## src/rtl/ccd_line_capture_pkg.sv

```systemverilog
// Shared linear-CCD definitions: capture FSM state encoding and the line timing
// defaults also used by the SH gate generator.
package ccd_line_capture_pkg;

  typedef enum logic [1:0] {
    ST_IDLE = 2'd0,
    ST_SKIP = 2'd1,
    ST_CONV = 2'd2,
    ST_WAIT = 2'd3
  } state_t;

  localparam int CCD_DATA_W      = 12;
  localparam int CCD_NUM_PIXELS  = 3648;
  localparam int CCD_DUMMY_PIX   = 32;
  localparam int CCD_PIX_DIV     = 100;
  localparam int CCD_ADC_TIMEOUT = 64;
  localparam int CCD_IDX_W       = 16;

  // Counter width able to hold 0..n-1, never narrower than one bit.
  function automatic int cnt_w(input int n);
    return (n > 1) ? $clog2(n) : 1;
  endfunction

endpackage

```

## src/rtl/ccd_pix_outreg.sv

```systemverilog
// One-deep valid/ready pixel output register; loads the cycle a word is offered,
// passes through on same-cycle drain, and flags a drop when full and stalled.
module ccd_pix_outreg #(
  parameter int DATA_W = 12,
  parameter int IDX_W  = 16
) (
  input  logic              i_clk,
  input  logic              i_rst,
  input  logic              i_ld_vld,
  input  logic [DATA_W-1:0] i_ld_dat,
  input  logic [IDX_W-1:0]  i_ld_idx,
  input  logic              i_ld_sol,
  input  logic              i_ld_eol,
  input  logic              i_rdy,
  output logic              o_vld,
  output logic [DATA_W-1:0] o_dat,
  output logic [IDX_W-1:0]  o_idx,
  output logic              o_sol,
  output logic              o_eol,
  output logic              o_drop
);

  logic              r_vld;
  logic [DATA_W-1:0] r_dat;
  logic [IDX_W-1:0]  r_idx;
  logic              r_sol;
  logic              r_eol;
  logic              w_accept;

  assign w_accept = i_ld_vld & (~r_vld | i_rdy);
  assign o_drop   = i_ld_vld & r_vld & ~i_rdy;

  always_ff @(posedge i_clk) begin
    if (i_rst) begin
      r_vld <= 1'b0;
      r_dat <= '0;
      r_idx <= '0;
      r_sol <= 1'b0;
      r_eol <= 1'b0;
    end else if (w_accept) begin
      r_vld <= 1'b1;
      r_dat <= i_ld_dat;
      r_idx <= i_ld_idx;
      r_sol <= i_ld_sol;
      r_eol <= i_ld_eol;
    end else if (i_rdy) begin
      r_vld <= 1'b0;
    end
  end

  assign o_vld = r_vld;
  assign o_dat = r_dat;
  assign o_idx = r_idx;
  assign o_sol = r_sol;
  assign o_eol = r_eol;

endmodule

```

## src/rtl/ccd_line_capture.sv

```systemverilog
// Linear-CCD line capture: on SH fall skips dummy pixels, paces one ADC conversion
// per pixel period and streams tagged words; output word appears 2 cycles after adc_done.
module ccd_line_capture
  import ccd_line_capture_pkg::*;
#(
  parameter int DATA_W      = CCD_DATA_W,
  parameter int NUM_PIXELS  = CCD_NUM_PIXELS,
  parameter int DUMMY_PIX   = CCD_DUMMY_PIX,
  parameter int PIX_DIV     = CCD_PIX_DIV,
  parameter int ADC_TIMEOUT = CCD_ADC_TIMEOUT
) (
  input  logic              i_clk,
  input  logic              i_rst,
  input  logic              i_sh_in,
  output logic              o_adc_start,
  input  logic              i_adc_done,
  input  logic [DATA_W-1:0] i_adc_data,
  output logic [DATA_W-1:0] o_pix_data,
  output logic [15:0]       o_pix_idx,
  output logic              o_pix_sol,
  output logic              o_pix_eol,
  output logic              o_pix_valid,
  input  logic              i_pix_ready,
  output logic              o_busy,
  input  logic              i_clr_err,
  output logic              o_overflow,
  output logic              o_adc_tmo,
  output logic              o_line_err
);

  localparam int DIV_W  = cnt_w(PIX_DIV);
  localparam int WCNT_W = cnt_w(ADC_TIMEOUT + 1);

  if (PIX_DIV <= ADC_TIMEOUT + 2) begin : g_bad_timing
    $error("ccd_line_capture: PIX_DIV must exceed ADC_TIMEOUT+2");
  end
  if (NUM_PIXELS < 1 || NUM_PIXELS > 65536) begin : g_bad_pixels
    $error("ccd_line_capture: NUM_PIXELS out of range");
  end

  state_t              r_state;
  state_t              w_state_nxt;
  logic                r_sh_d;
  logic                r_sh_arm;
  logic [DIV_W-1:0]    r_div;
  logic [15:0]         r_skip;
  logic [WCNT_W-1:0]   r_wcnt;
  logic [15:0]         r_idx;
  logic                r_ld_vld;
  logic [DATA_W-1:0]   r_ld_dat;
  logic [15:0]         r_ld_idx;
  logic                r_ld_sol;
  logic                r_ld_eol;
  logic                r_ovf;
  logic                r_tmo;
  logic                r_lerr;
  logic                w_sh_fall;
  logic                w_tick;
  logic                w_last;
  logic                w_start;
  logic                w_done_evt;
  logic                w_tmo_evt;
  logic                w_drop;

  // Arming requires SH to be seen high after reset, so a low SH at reset release
  // never looks like an end-of-shift edge.
  assign w_sh_fall = r_sh_arm & r_sh_d & ~i_sh_in;
  // The tick marks the first cycle of each pixel period, one cycle after SH fall.
  assign w_tick    = (r_div == DIV_W'(PIX_DIV - 1));
  assign w_last    = (r_idx == 16'(NUM_PIXELS - 1));

  always_comb begin
    w_state_nxt = r_state;
    w_start     = 1'b0;
    w_done_evt  = 1'b0;
    w_tmo_evt   = 1'b0;
    if (w_sh_fall) begin
      w_state_nxt = (DUMMY_PIX > 0) ? ST_SKIP : ST_CONV;
    end else begin
      case (r_state)
        ST_SKIP: begin
          if (w_tick && r_skip == 16'(DUMMY_PIX - 1)) w_state_nxt = ST_CONV;
        end
        ST_CONV: begin
          if (w_tick) begin
            w_start     = 1'b1;
            w_state_nxt = ST_WAIT;
          end
        end
        ST_WAIT: begin
          if (i_adc_done || r_wcnt == WCNT_W'(ADC_TIMEOUT)) begin
            w_done_evt  = 1'b1;
            w_tmo_evt   = ~i_adc_done;
            w_state_nxt = w_last ? ST_IDLE : ST_CONV;
          end
        end
        default: w_state_nxt = ST_IDLE;
      endcase
    end
  end

  always_ff @(posedge i_clk) begin
    if (i_rst) begin
      r_state  <= ST_IDLE;
      r_sh_d   <= 1'b1;
      r_sh_arm <= 1'b0;
      r_div    <= '0;
      r_skip   <= '0;
      r_wcnt   <= '0;
      r_idx    <= '0;
      r_ld_vld <= 1'b0;
      r_ld_dat <= '0;
      r_ld_idx <= '0;
      r_ld_sol <= 1'b0;
      r_ld_eol <= 1'b0;
      r_ovf    <= 1'b0;
      r_tmo    <= 1'b0;
      r_lerr   <= 1'b0;
    end else begin
      r_state <= w_state_nxt;
      r_sh_d  <= i_sh_in;
      if (i_sh_in) r_sh_arm <= 1'b1;

      if (w_sh_fall || r_div == '0) r_div <= DIV_W'(PIX_DIV - 1);
      else                          r_div <= r_div - DIV_W'(1);

      if (w_sh_fall)                         r_skip <= '0;
      else if (r_state == ST_SKIP && w_tick) r_skip <= r_skip + 16'd1;

      if (w_start)                 r_wcnt <= WCNT_W'(1);
      else if (r_state == ST_WAIT) r_wcnt <= r_wcnt + WCNT_W'(1);

      if (w_sh_fall)       r_idx <= '0;
      else if (w_done_evt) r_idx <= r_idx + 16'd1;

      // Timed-out pixels still produce an all-ones word so line length is kept.
      r_ld_vld <= w_done_evt;
      if (w_done_evt) begin
        r_ld_dat <= w_tmo_evt ? '1 : i_adc_data;
        r_ld_idx <= r_idx;
        r_ld_sol <= (r_idx == 16'd0);
        r_ld_eol <= w_last;
      end

      r_ovf  <= i_clr_err ? 1'b0 : (r_ovf | w_drop);
      r_tmo  <= i_clr_err ? 1'b0 : (r_tmo | w_tmo_evt);
      r_lerr <= i_clr_err ? 1'b0 : (r_lerr | (w_sh_fall && r_state != ST_IDLE));
    end
  end

  ccd_pix_outreg #(
    .DATA_W (DATA_W),
    .IDX_W  (16)
  ) u_outreg (
    .i_clk    (i_clk),
    .i_rst    (i_rst),
    .i_ld_vld (r_ld_vld),
    .i_ld_dat (r_ld_dat),
    .i_ld_idx (r_ld_idx),
    .i_ld_sol (r_ld_sol),
    .i_ld_eol (r_ld_eol),
    .i_rdy    (i_pix_ready),
    .o_vld    (o_pix_valid),
    .o_dat    (o_pix_data),
    .o_idx    (o_pix_idx),
    .o_sol    (o_pix_sol),
    .o_eol    (o_pix_eol),
    .o_drop   (w_drop)
  );

  assign o_adc_start = w_start;
  assign o_busy      = (r_state != ST_IDLE);
  assign o_overflow  = r_ovf;
  assign o_adc_tmo   = r_tmo;
  assign o_line_err  = r_lerr;

endmodule

```

## config.mk

```make
export PLATFORM = sky130hd
export DESIGN_NAME = ccd_line_capture
export DESIGN_NICKNAME = d
export VERILOG_FILES = /design/src/rtl/ccd_line_capture_pkg.sv /design/src/rtl/ccd_pix_outreg.sv /design/src/rtl/ccd_line_capture.sv
export SDC_FILE = /design/constraint.sdc
export NUM_CORES = 1
export LEC_CHECK = 0
export ABC_AREA = 1
export CAP_MARGIN = 0
export CORE_UTILIZATION = 60
export CTS_CLUSTER_DIAMETER = 100
export DETAILED_ROUTE_END_ITERATION = 6
export DONT_BUFFER_PORTS = 1
export PLACE_DENSITY = 0.73
export SLEW_MARGIN = 10
export SYNTH_ARGS = -nofsm -noshare
export SYNTH_HDL_FRONTEND = slang
export SYNTH_HIERARCHICAL = 1
export SYNTH_SLANG_ARGS = --single-unit
```

## constraint.sdc

```tcl
create_clock -name i_clk -period 1.7 [get_ports i_clk]
set_input_delay 0.255 -clock i_clk [delete_from_list [all_inputs] [get_ports i_clk]]
set_output_delay 0.255 -clock i_clk [all_outputs]
set_load 0.01 [all_outputs]
```

==> Word level (Yosys, flattened, before mapping) <==
Cells that the tools add are included.
{ "op_classes": {"eq_ne": 13, "reduce_logical": 16, "n_addsub": 4, "bitwise": 13, "muxes": 21} }
{ "ops": {"columns": ["op", "n"], "rows": [
  ["$add A16 B1 Y16 const B", 2],
  ["$eq A16 B12 Y1 const B", 1],
  ["$eq A16 B5 Y1 const B", 1],
  ["$logic_not A16 Y1", 1],
  ["$eq A7 B7 Y1 const B", 2],
  ["$mux W1", 14],
  ["$mux W12", 1],
  ["$ne A3 B3 Y1 const B", 3],
  ["$mux W2", 4],
  ["$reduce_or A2 Y1", 4],
  ["$add A7 B1 Y7 const B", 1],
  ["$logic_not A7 Y1", 1],
  ["$mux W7", 1],
  ["$sub A7 B1 Y7 const B", 1],
  ["$ne A2 B2 Y1 const B", 3],
  ["$pmux W2 S3", 1],
  ["$reduce_and A3 Y1", 2],
  ["$reduce_bool A2 Y1", 3],
  ["$and A1 B1 Y1", 5],
  ["$eq A2 B2 Y1 const B", 2],
  ["$not A1 Y1", 4],
  ["$or A1 B1 Y1", 4],
  ["$logic_and A1 B1 Y1", 3],
  ["$eq A2 B1 Y1 const B", 1],
  ["$logic_or A1 B1 Y1", 2]
]} }
{ "totals": {"register_bits": 115, "out_inout_bits": 36, "word_cells": 90} }

==> Longest topological paths before layout <==
Gate-level depths: netlist (run 1).
{ "logic_depth": {"ltp_word": 6, "mapped_depth": 10, "depth_no_buf": 9} }

==> Modules after synthesis <==
Netlist (run 1), hierarchy kept.
{ "by_module_without_submodules": {"columns": ["module", "seq_area_each_um2", "instances", "area_each_um2", "cells_per_inst"], "rows": [
  ["ccd_line_capture", 1681.6, 1, 4155.2, 619],
  ["ccd_pix_outreg", 620.6, 1, 1436.4, 203]
]} }

==> Worst setup path before layout (run 1) <==
No wires, ideal clock.
{ "synth_path": {"path_kind": "reg2reg", "start": "register r_idx[0]", "end": "register r_idx[14]", "path_buffers": 0, "t_required_ns": 1.580, "stages_incl_launch_ff": 9, "setup_time_ns": 0.120, "synth_period_minus_slack_ns": 1.392, "t_arrival_ns": 1.273, "setup_slack_ns": 0.308, "path_cell_list": "dfxtp_1 > ha_1 > nand3_1 > nor2_1 > nand3_1 > nand2_1 > nand2_1 > nand2_1 > a21oi_1"} }
{ "synth_via": {"elab_chain_len": 1} }
{ "synth_lines": {"columns": ["item", "line_no", "text"], "rows": [
  ["start, declared", "ccd_line_capture.sv:48", "logic [15:0] r_idx;"],
  ["start signal, assigned", "ccd_line_capture.sv:134", "else if (w_done_evt) r_idx <= r_idx + 16'd1;"],
  ["$add A16 B1 Y16", "ccd_line_capture.sv:134", null]
]} }
Every way passes these cells.
A chain may end at the register's enable or synchronous reset.

==> Worst setup path in the final report (run 1) <==
{ "layout_path": {"start": "register r_div[0]", "end": "output port o_adc_start"} }
{ "layout_via": {"elab_chain_len": 4} }
{ "layout_lines": {"columns": ["item", "line_no", "text"], "rows": [
  ["start, declared", "ccd_line_capture.sv:45", "logic [DIV_W-1:0] r_div;"],
  ["start signal, assigned", "ccd_line_capture.sv:124", "if (w_sh_fall || r_div == '0) r_div <= DIV_W'(PIX_DIV - 1);"],
  ["start signal, assigned", "ccd_line_capture.sv:125", "else r_div <= r_div - DIV_W'(1);"],
  ["$eq A7 B7 Y1", "ccd_line_capture.sv:69", "assign w_tick = (r_div == DIV_W'(PIX_DIV - 1));"],
  ["$mux W1", "ccd_line_capture.sv:85", "if (w_tick) begin"],
  ["$mux W1", "ccd_line_capture.sv:80", "case (r_state)"],
  ["$mux W1", "ccd_line_capture.sv:77", "if (w_sh_fall) begin"],
  ["end, declared", "ccd_line_capture.sv:15", "output logic o_adc_start,"]
]} }
Every way passes these cells.

==> summary.md, run 1 <==
### Status
- **result of the run** finished with violations
- **failing checks** design-rule violations, negative setup slack

### Logic synthesis
- **top post-synthesis cells by area** sky130_fd_sc_hd__dfxtp_1, sky130_fd_sc_hd__nand2_1, sky130_fd_sc_hd__nor2_1, sky130_fd_sc_hd__a21oi_1, sky130_fd_sc_hd__inv_1
- **Post-Synth Simple-Gate Area** 34.2%
- **synthesized netlist net count** 847
- **Synth Area in Compound Gates** 9.87%
- **post-synth cell types** 32
- **sequential area share after synthesis** 41.2%
- **most repeated cell in the gate-level netlist after synthesis** sky130_fd_sc_hd__nand2_1
- **most frequent cells after synthesis** sky130_fd_sc_hd__nand2_1, sky130_fd_sc_hd__nor2_1, sky130_fd_sc_hd__dfxtp_1, sky130_fd_sc_hd__inv_1, sky130_fd_sc_hd__a21oi_1
- **flops & latches, synth** 115
- **mean instance size in the synthesized netlist** 6.80 µm²
- **combinational family with the most area after synthesis** simple AND/OR/NAND/NOR gates
- **portion of synthesized cell area occupied by the leading cell type** 41.2%
- **mapped cell area** 5590 µm²
- **leading register cell type out of synthesis** sky130_fd_sc_hd__dfxtp_1
- **post-synthesis mux area share** 0%
- **YS warnings** 6
- **area share of fa/ha/maj cells after synthesis** 1.57%
- **XOR/XNOR share of the synthesized area** 2.04%
- **Syn Inst Count** 822
- **number of enable-type register cells in the synthesized netlist** 0
- **library cell with the largest summed area after synthesis** sky130_fd_sc_hd__dfxtp_1
- **proportion of synthesized flip-flops having asynchronous set or reset** 0%

### STA
- **fin worst setup slack** -0.000649 ns
- **clock period minus final worst setup slack** 1.70 ns
- **slew at the pin with the worst max-slew slack** 0.562 ns
- **skew final** 0.00717 ns
- **number of failing hold endpoints at the final stage** 0
- **Peak Freq** 588 MHz
- **worst hold slack after final layout** 0.0768 ns
- **max_slew headroom** 62.5%
- **Slew Limit Fails** 0
- **setup TNS after final layout** -0.000649 ns
- **final clock period utilization by the worst path** 100%
- **unrepaired setup endpoints after global routing** true
- **number of failing setup endpoints in the final timing report** 1

### Hold path
- **type of the worst min-delay path** input port to flop

### Placement
- **last weighted congestion value of the routability-driven placer** 0.964
- **placed wire-length estimate** 8370 µm
- **count of port buffers added during placement** 0
- **worst setup timing slack at the placement stage** 0.112 ns

### Layout
- **number of antenna cells inserted** 0
- **ratio of cells with drive above 1 in the final layout** 11.0%
- **utilization after layout** 73.0%
- **number of nets at the end of the flow** 869
- **filler instances** 716
- **post-synthesis to final-layout area growth** 16.0%

### Setup path
- **CP Class** flop to output port
- **required arrival time at the worst endpoint** 1.44 ns
- **type of destination of the critical path** output port
- **crit-path max FO** 2
- **worst path arrival time** 1.45 ns
- **kind of launch point of the worst setup path** flop

### Clocking
- **register clock-pin slew on the reported worst setup and hold paths** 0.06 ns
- **maximum count of clock buffers along a single path** 2
- **TritonCTS buffer count** 17
- **TritonCTS clock tree** done
- **insertion delay to the later sink of the worst-skew pair** 0.51 ns
- **depth of the CTS H-tree** 4
- **clock sink count** 115
- **clock tree root buffer cell** sky130_fd_sc_hd__clkbuf_8

### Drt
- **remaining number of nets flagged by the antenna check after routing** 0
- **number of optimization iterations in the first detailed-route pass** 7
- **Remaining DRCs** 5
- **per-cell routed wire length** 13.3 µm
- **wire length on met1** 5610 µm
- **number of vias in the routed layout** 5231
- **Via-to-Cell Ratio** 5.42
- **wire length reported by the detailed router** 12800 µm
- **Initial DRC Count** 273
- **routed wire length on met2** 6330 µm
- **amount of wire on met3 after detailed routing** 521 µm
- **Top Metal Used** met4

### Floorplanning
- **Die Outline Area** 9710 µm²
- **Die H** 98.5 µm
- **die extent in x** 98.5 µm
- **core region area** 8890 µm²
- **starting density of the core** 62.9%
- **placement row count** 34
- **number of placed I/O pins** 54

### GRT
- **initial antenna violation count** 0
- **total routing resource utilization after global routing** 28.3%
- **global route overflow** 0
- **via count of the first global-routing pass** 5020
- **first-pass GRT wire length** 22400 µm
- **largest net degree at the start of global routing** 63

### Job
- **MaxCap Viol Count** 0

### Pwr
- **IR Drop Worst-Case VDD** 0.000766 V
- **Power Dens Cells** 1100 nW/µm²
- **static power due to leakage** 2.49 nW

-- power breakdown --
| part | switching (W) | internal, W | leakage, nW |
|---|---|---|---|
| Clock | 0.00131 | 0.00229 | 0.289 |
| Combinational | 0.000374 | 0.000290 | 1.27 |
| Sequential | 0.0000904 | 0.00280 | 0.931 |
-- final cells by class --
cell class              count  area [µm²]  share of cell area, %
repair buffers             41         382                   5.88
multi-input cells         580        2710                   41.8
well taps                 108         135                   2.08
clock inverters            14         175                   2.70
clock buffers              18         428                   6.60
inverters                  89         342                   5.27
flip-flops and latches    115        2310                   35.6
-- metrics by stage --
stage / cell area (µm²) / instances / total power [W]
3_5_place_dp: 5560 / 905 / 0.00338
2_1_floorplan: 5590 / 822 / 0.00329
6_report: 6490 / 965 / 0.00715
4_1_cts: 6460 / 964 / 0.00717
5_1_grt: 6490 / 965 / 0.00745
3_3_place_gp: 5560 / 905 / 0.00335
-- cell families (layout without fill, tap and decap cells) --
family / after synthesis / count (layout)
buf+inv: 127 / 162
flops: 115 / 115
compound gates: 110 / 110
xor+xnor: 13 / 13
simple gates: 450 / 450
fa+ha+maj: 7 / 7
-- repair_timing --
item                                    in CTS  in global routing
buffers inserted                             9                  1
endpoints found under the setup margin       1                 32
hold endpoints to repair                    27                  0
pin swaps                                    6                  5
gates resized for setup                     16                  7
hold buffers                                18                  0
-- placed cells by master, fill, tap and decap left out, types with 2 or more instances in the layout --
cell,synthesis,layout
sky130_fd_sc_hd__nand2_1,190,188
sky130_fd_sc_hd__nor2_1,161,158
sky130_fd_sc_hd__dfxtp_1,115,110
sky130_fd_sc_hd__inv_1,83,80
sky130_fd_sc_hd__a21oi_1,71,71
sky130_fd_sc_hd__nand3_1,59,58
sky130_fd_sc_hd__o21ai_0,37,36
sky130_fd_sc_hd__buf_4,8,20
sky130_fd_sc_hd__dlygate4sd3_1,0,18
sky130_fd_sc_hd__clkbuf_16,0,16
sky130_fd_sc_hd__nand4_1,15,15
sky130_fd_sc_hd__inv_2,5,8
sky130_fd_sc_hd__xor2_1,7,7
sky130_fd_sc_hd__xnor2_1,6,6
sky130_fd_sc_hd__ha_1,7,6
sky130_fd_sc_hd__inv_6,0,5
sky130_fd_sc_hd__nor2_4,1,4
sky130_fd_sc_hd__nand2_4,3,4
sky130_fd_sc_hd__nand2_2,3,4
sky130_fd_sc_hd__nor2_2,4,4
sky130_fd_sc_hd__nor3_1,4,4
sky130_fd_sc_hd__or2_2,4,4
sky130_fd_sc_hd__dfxtp_2,0,4
sky130_fd_sc_hd__clkinvlp_4,0,3
sky130_fd_sc_hd__bufinv_16,0,3
sky130_fd_sc_hd__o21ai_1,1,2
sky130_fd_sc_hd__clkbuf_8,0,2
sky130_fd_sc_hd__clkinv_2,0,2
sky130_fd_sc_hd__buf_12,0,2
-- registers in the layout, summed over array words and instances (netlist names), 2 cells and up --
name	flops
r_state	2
r_div	7
u_outreg/o_idx	16
r_skip	16
r_ld_idx	16
r_idx	16
r_ld_dat	12
r_wcnt	7
u_outreg/o_dat	12
-- metal layers --
metal	global-route usage (%)	up-vias
li1	-	2645
met1	33.2	2391
met2	48.6	155
met3	6.03	40
met4	14.6	0
met5	0	-
-- worst paths after layout --
path	to	depth (start not counted)	from	slack, ns
worst max-delay path	o_adc_start	7	r_div[0]$_SDFF_PP0_	-0.0006
worst min-delay path	r_idx[0]$_SDFFE_PP0P_	4	i_rst	0.08
worst max register to register	r_div[2]$_SDFF_PP0_	8	r_div[1]$_SDFF_PP0_	0.15
worst min register to register	r_ld_idx[6]$_SDFFE_PP0P_	2	r_ld_idx[6]$_SDFFE_PP0P_	0.47
-- worst max-delay path, stage by stage (launching register included) --
cell	delay, ns
sky130_fd_sc_hd__dfxtp_2	0.35
sky130_fd_sc_hd__ha_4	0.15
sky130_fd_sc_hd__nand2_4	0.05
sky130_fd_sc_hd__nor2_4	0.09
sky130_fd_sc_hd__inv_2	0.06
sky130_fd_sc_hd__nor2_4	0.09
sky130_fd_sc_hd__nand2_2	0.08
sky130_fd_sc_hd__inv_2	0.07
(Power assumes the default switching activity.)
==> run 2: changes to the inputs <==
--- a/config.mk
+++ b/config.mk
@@ -6,7 +6,7 @@
 export NUM_CORES = 1
 export LEC_CHECK = 0
 export ABC_AREA = 1
-export CAP_MARGIN = 0
+export CAP_MARGIN = 20
 export CORE_UTILIZATION = 60
 export CTS_CLUSTER_DIAMETER = 100
 export DETAILED_ROUTE_END_ITERATION = 6
@@ -17,3 +17,4 @@
 export SYNTH_HDL_FRONTEND = slang
 export SYNTH_HIERARCHICAL = 1
 export SYNTH_SLANG_ARGS = --single-unit
+export TNS_END_PERCENT = 20
==> run 2 against run 1 <==
  * The flow still finishes with violations (design-rule violations, negative setup slack)
  * Cell area barely moved
  * Clock power barely moved
  * Die area unchanged
  * Critical endpoint unchanged
  * Utilization decreased by 0.070 points
  * Largest power group unchanged
==> summary.md, run 2 (synthesized netlist as in run 1, its figures left out) <==
### GRT
- **largest net degree at the start of global routing** 63, unchanged
- **via count of the first global-routing pass** 5020, unchanged
- **initial antenna violation count** 0, unchanged
- **global route overflow** 0, unchanged
- **first-pass GRT wire length** 22400 µm, unchanged
- **total routing resource utilization after global routing** 28.3%, unchanged

### Setup path
- **slowest cell on the critical path** sky130_fd_sc_hd__dfxtp_2
- **ordered list of cells on the worst path** ha_4 -> nand2_4 -> nor2_4 -> inv_2 -> nor2_4 -> nand2_2 -> inv_2
- **required arrival time at the worst endpoint** 1.44 ns, about the same
- **CP top delay family** flip-flops
- **type of destination of the critical path** output port
- **kind of launch point of the worst setup path** flop
- **CP Class** flop to output port
- **crit-path max FO** 2, unchanged
- **worst path arrival time** 1.45 ns, about the same
- **delay of the slowest cell on the worst path** 0.35 ns, about the same
- **WP buf/inv** 2, unchanged

### Placement
- **placed wire-length estimate** 8370 µm, unchanged
- **total placed instance area** 5560 µm², unchanged
- **count of port buffers added during placement** 0, unchanged
- **post-placement cell count** 905, unchanged
- **last weighted congestion value of the routability-driven placer** 0.964, unchanged

### Status
- **result of the run** finished with violations
- **failing checks** design-rule violations, negative setup slack

### STA
- **slew at the pin with the worst max-slew slack** 0.561 ns, -0.00129 ns
- **fin worst setup slack** -0.0000951 ns, +0.000553 ns
- **Slew Limit Fails** 0, unchanged
- **max_slew headroom** 62.6%, +0.086 points
- **setup TNS after final layout** -0.0000951 ns, +0.000553 ns
- **number of failing hold endpoints at the final stage** 0, unchanged
- **worst hold slack after final layout** 0.0797 ns, +0.00289 ns
- **number of failing setup endpoints in the final timing report** 1, unchanged
- **skew final** 0.00742 ns, +0.000255 ns
- **final clock period utilization by the worst path** 100%, about the same
- **clock period minus final worst setup slack** 1.70 ns, -0.000553 ns
- **unrepaired setup endpoints after global routing** true
- **Peak Freq** 588 MHz, about the same

### Layout
- **area taken by multi-input logic gates** 2710 µm², unchanged
- **post-route cell area** 6480 µm², about the same
- **filler instances** 717, +0.14%
- **number of antenna cells inserted** 0, unchanged
- **post-synthesis to final-layout area growth** 15.9%, about the same
- **number of nets at the end of the flow** 869, unchanged
- **leading cell types in the layout, fill and taps excluded** sky130_fd_sc_hd__nand2_1, sky130_fd_sc_hd__nor2_1, sky130_fd_sc_hd__dfxtp_1
- **most common library cell in the layout ignoring fill and taps** sky130_fd_sc_hd__nand2_1
- **sequential cell area in the final layout** 2310 µm², unchanged
- **ratio of cells with drive above 1 in the final layout** 11.0%, unchanged
- **number of cells in the finished layout apart from fillers** 965, unchanged

### Drt
- **Remaining DRCs** 6, +1
- **remaining number of nets flagged by the antenna check after routing** 0, unchanged
- **Via-to-Cell Ratio** 5.43, +0.15%
- **Initial DRC Count** 273, unchanged
- **number of optimization iterations in the first detailed-route pass** 7, unchanged
- **per-cell routed wire length** 13.3 µm, about the same
- **wire length reported by the detailed router** 12800 µm, about the same
- **number of vias in the routed layout** 5239, +0.15%

### Clocking
- **maximum count of clock buffers along a single path** 2, unchanged
- **register clock-pin slew on the reported worst setup and hold paths** 0.06 ns, about the same
- **clock sink count** 115, unchanged
- **TritonCTS buffer count** 17, unchanged
- **insertion delay to the later sink of the worst-skew pair** 0.51 ns, about the same
- **TritonCTS clock tree** done
- **depth of the CTS H-tree** 4, unchanged
- **clock tree root buffer cell** sky130_fd_sc_hd__clkbuf_8

### Floorplanning
- **Die H** 98.5 µm, unchanged
- **Die Outline Area** 9710 µm², unchanged
- **number of placed I/O pins** 54, unchanged
- **die extent in x** 98.5 µm, unchanged
- **placement row count** 34, unchanged
- **starting density of the core** 62.9%, unchanged
- **core region area** 8890 µm², unchanged

### Pwr
- **static power due to leakage** 2.49 nW, -0.15%
- **IR Drop Worst-Case VDD** 0.000766 V, about the same
- **Power Dens Cells** 1100 nW/µm², +0.10%

### Job
- **MaxCap Viol Count** 0, unchanged

### Hold path
- **type of the worst min-delay path** input port to flop

## run 2: final timing paths
kind	start	to	slack, ns	cells past startpoint
worst max-delay path	r_div[0]$_SDFF_PP0_	o_adc_start	-0.0001	7
worst max register to register	r_wcnt[0]$_SDFFE_PP0P_	r_ld_dat[3]$_SDFFE_PP0P_	0.09	9
worst min-delay path	i_rst	r_idx[0]$_SDFFE_PP0P_	0.08	4
worst min register to register	r_ld_idx[6]$_SDFFE_PP0P_	r_ld_idx[6]$_SDFFE_PP0P_	0.47	2
## run 2: cell type report
type | instances | area share, %
well taps | 108 | 2.09
inverters | 89 | 5.23
repair buffers | 41 | 5.83
multi-input cells | 580 | 41.9
clock buffers | 18 | 6.60
clock inverters | 14 | 2.70
flip-flops and latches | 115 | 35.7
## run 2: layer usage
metal	vias to the layer above	global-route usage, %	share of wire (%)
met4	0	14.6	2.6
met1	2400	33.2	44
met3	40	6.03	4.1
met5	-	0	0
met2	154	48.6	50
li1	2645	-	-
## run 2: worst min-delay path: cells and delay by family
kind                   cells  cell delay (ns)
AND/OR/NAND/NOR            3             0.13
buffers and inverters      1             0.16
## run 2: metrics by stage
step	utilization [%]	setup slack [ns]	total power, W
2_1_floorplan	-	0.308	0.00329
3_3_place_gp	62.6	0.179	0.00335
3_5_place_dp	62.6	0.112	0.00338
4_1_cts	72.7	-0.0537	0.00717
5_1_grt	72.9	-0.0766	0.00745
6_report	72.9	-0.0000951	0.00716
## run 2: timing repair
item,in CTS,in global routing
setup endpoints to repair,1,32
endpoints found under the hold margin,27,0
hold buffers,18,0
pin swaps,6,5
setup buffers,9,1
resized for setup,16,5
## run 2: report_power, final
part	leakage [nW]	switching, W	internal (W)	total [W]
sequential	0.931	0.0000904	0.00280	0.00289
clock	0.289	0.00132	0.00229	0.00360
combinational	1.27	0.000374	0.000289	0.000663
total	2.49	0.00178	0.00537	0.00716
==> run 3: changes to the inputs <==
--- a/config.mk
+++ b/config.mk
@@ -11,6 +11,7 @@
 export CTS_CLUSTER_DIAMETER = 100
 export DETAILED_ROUTE_END_ITERATION = 6
 export DONT_BUFFER_PORTS = 1
+export GPL_TIMING_DRIVEN = 1
 export PLACE_DENSITY = 0.73
 export SLEW_MARGIN = 10
 export SYNTH_ARGS = -nofsm -noshare
==> results of run 3 <==
The final DEF is identical to that of run 2; final timing and power are the same.
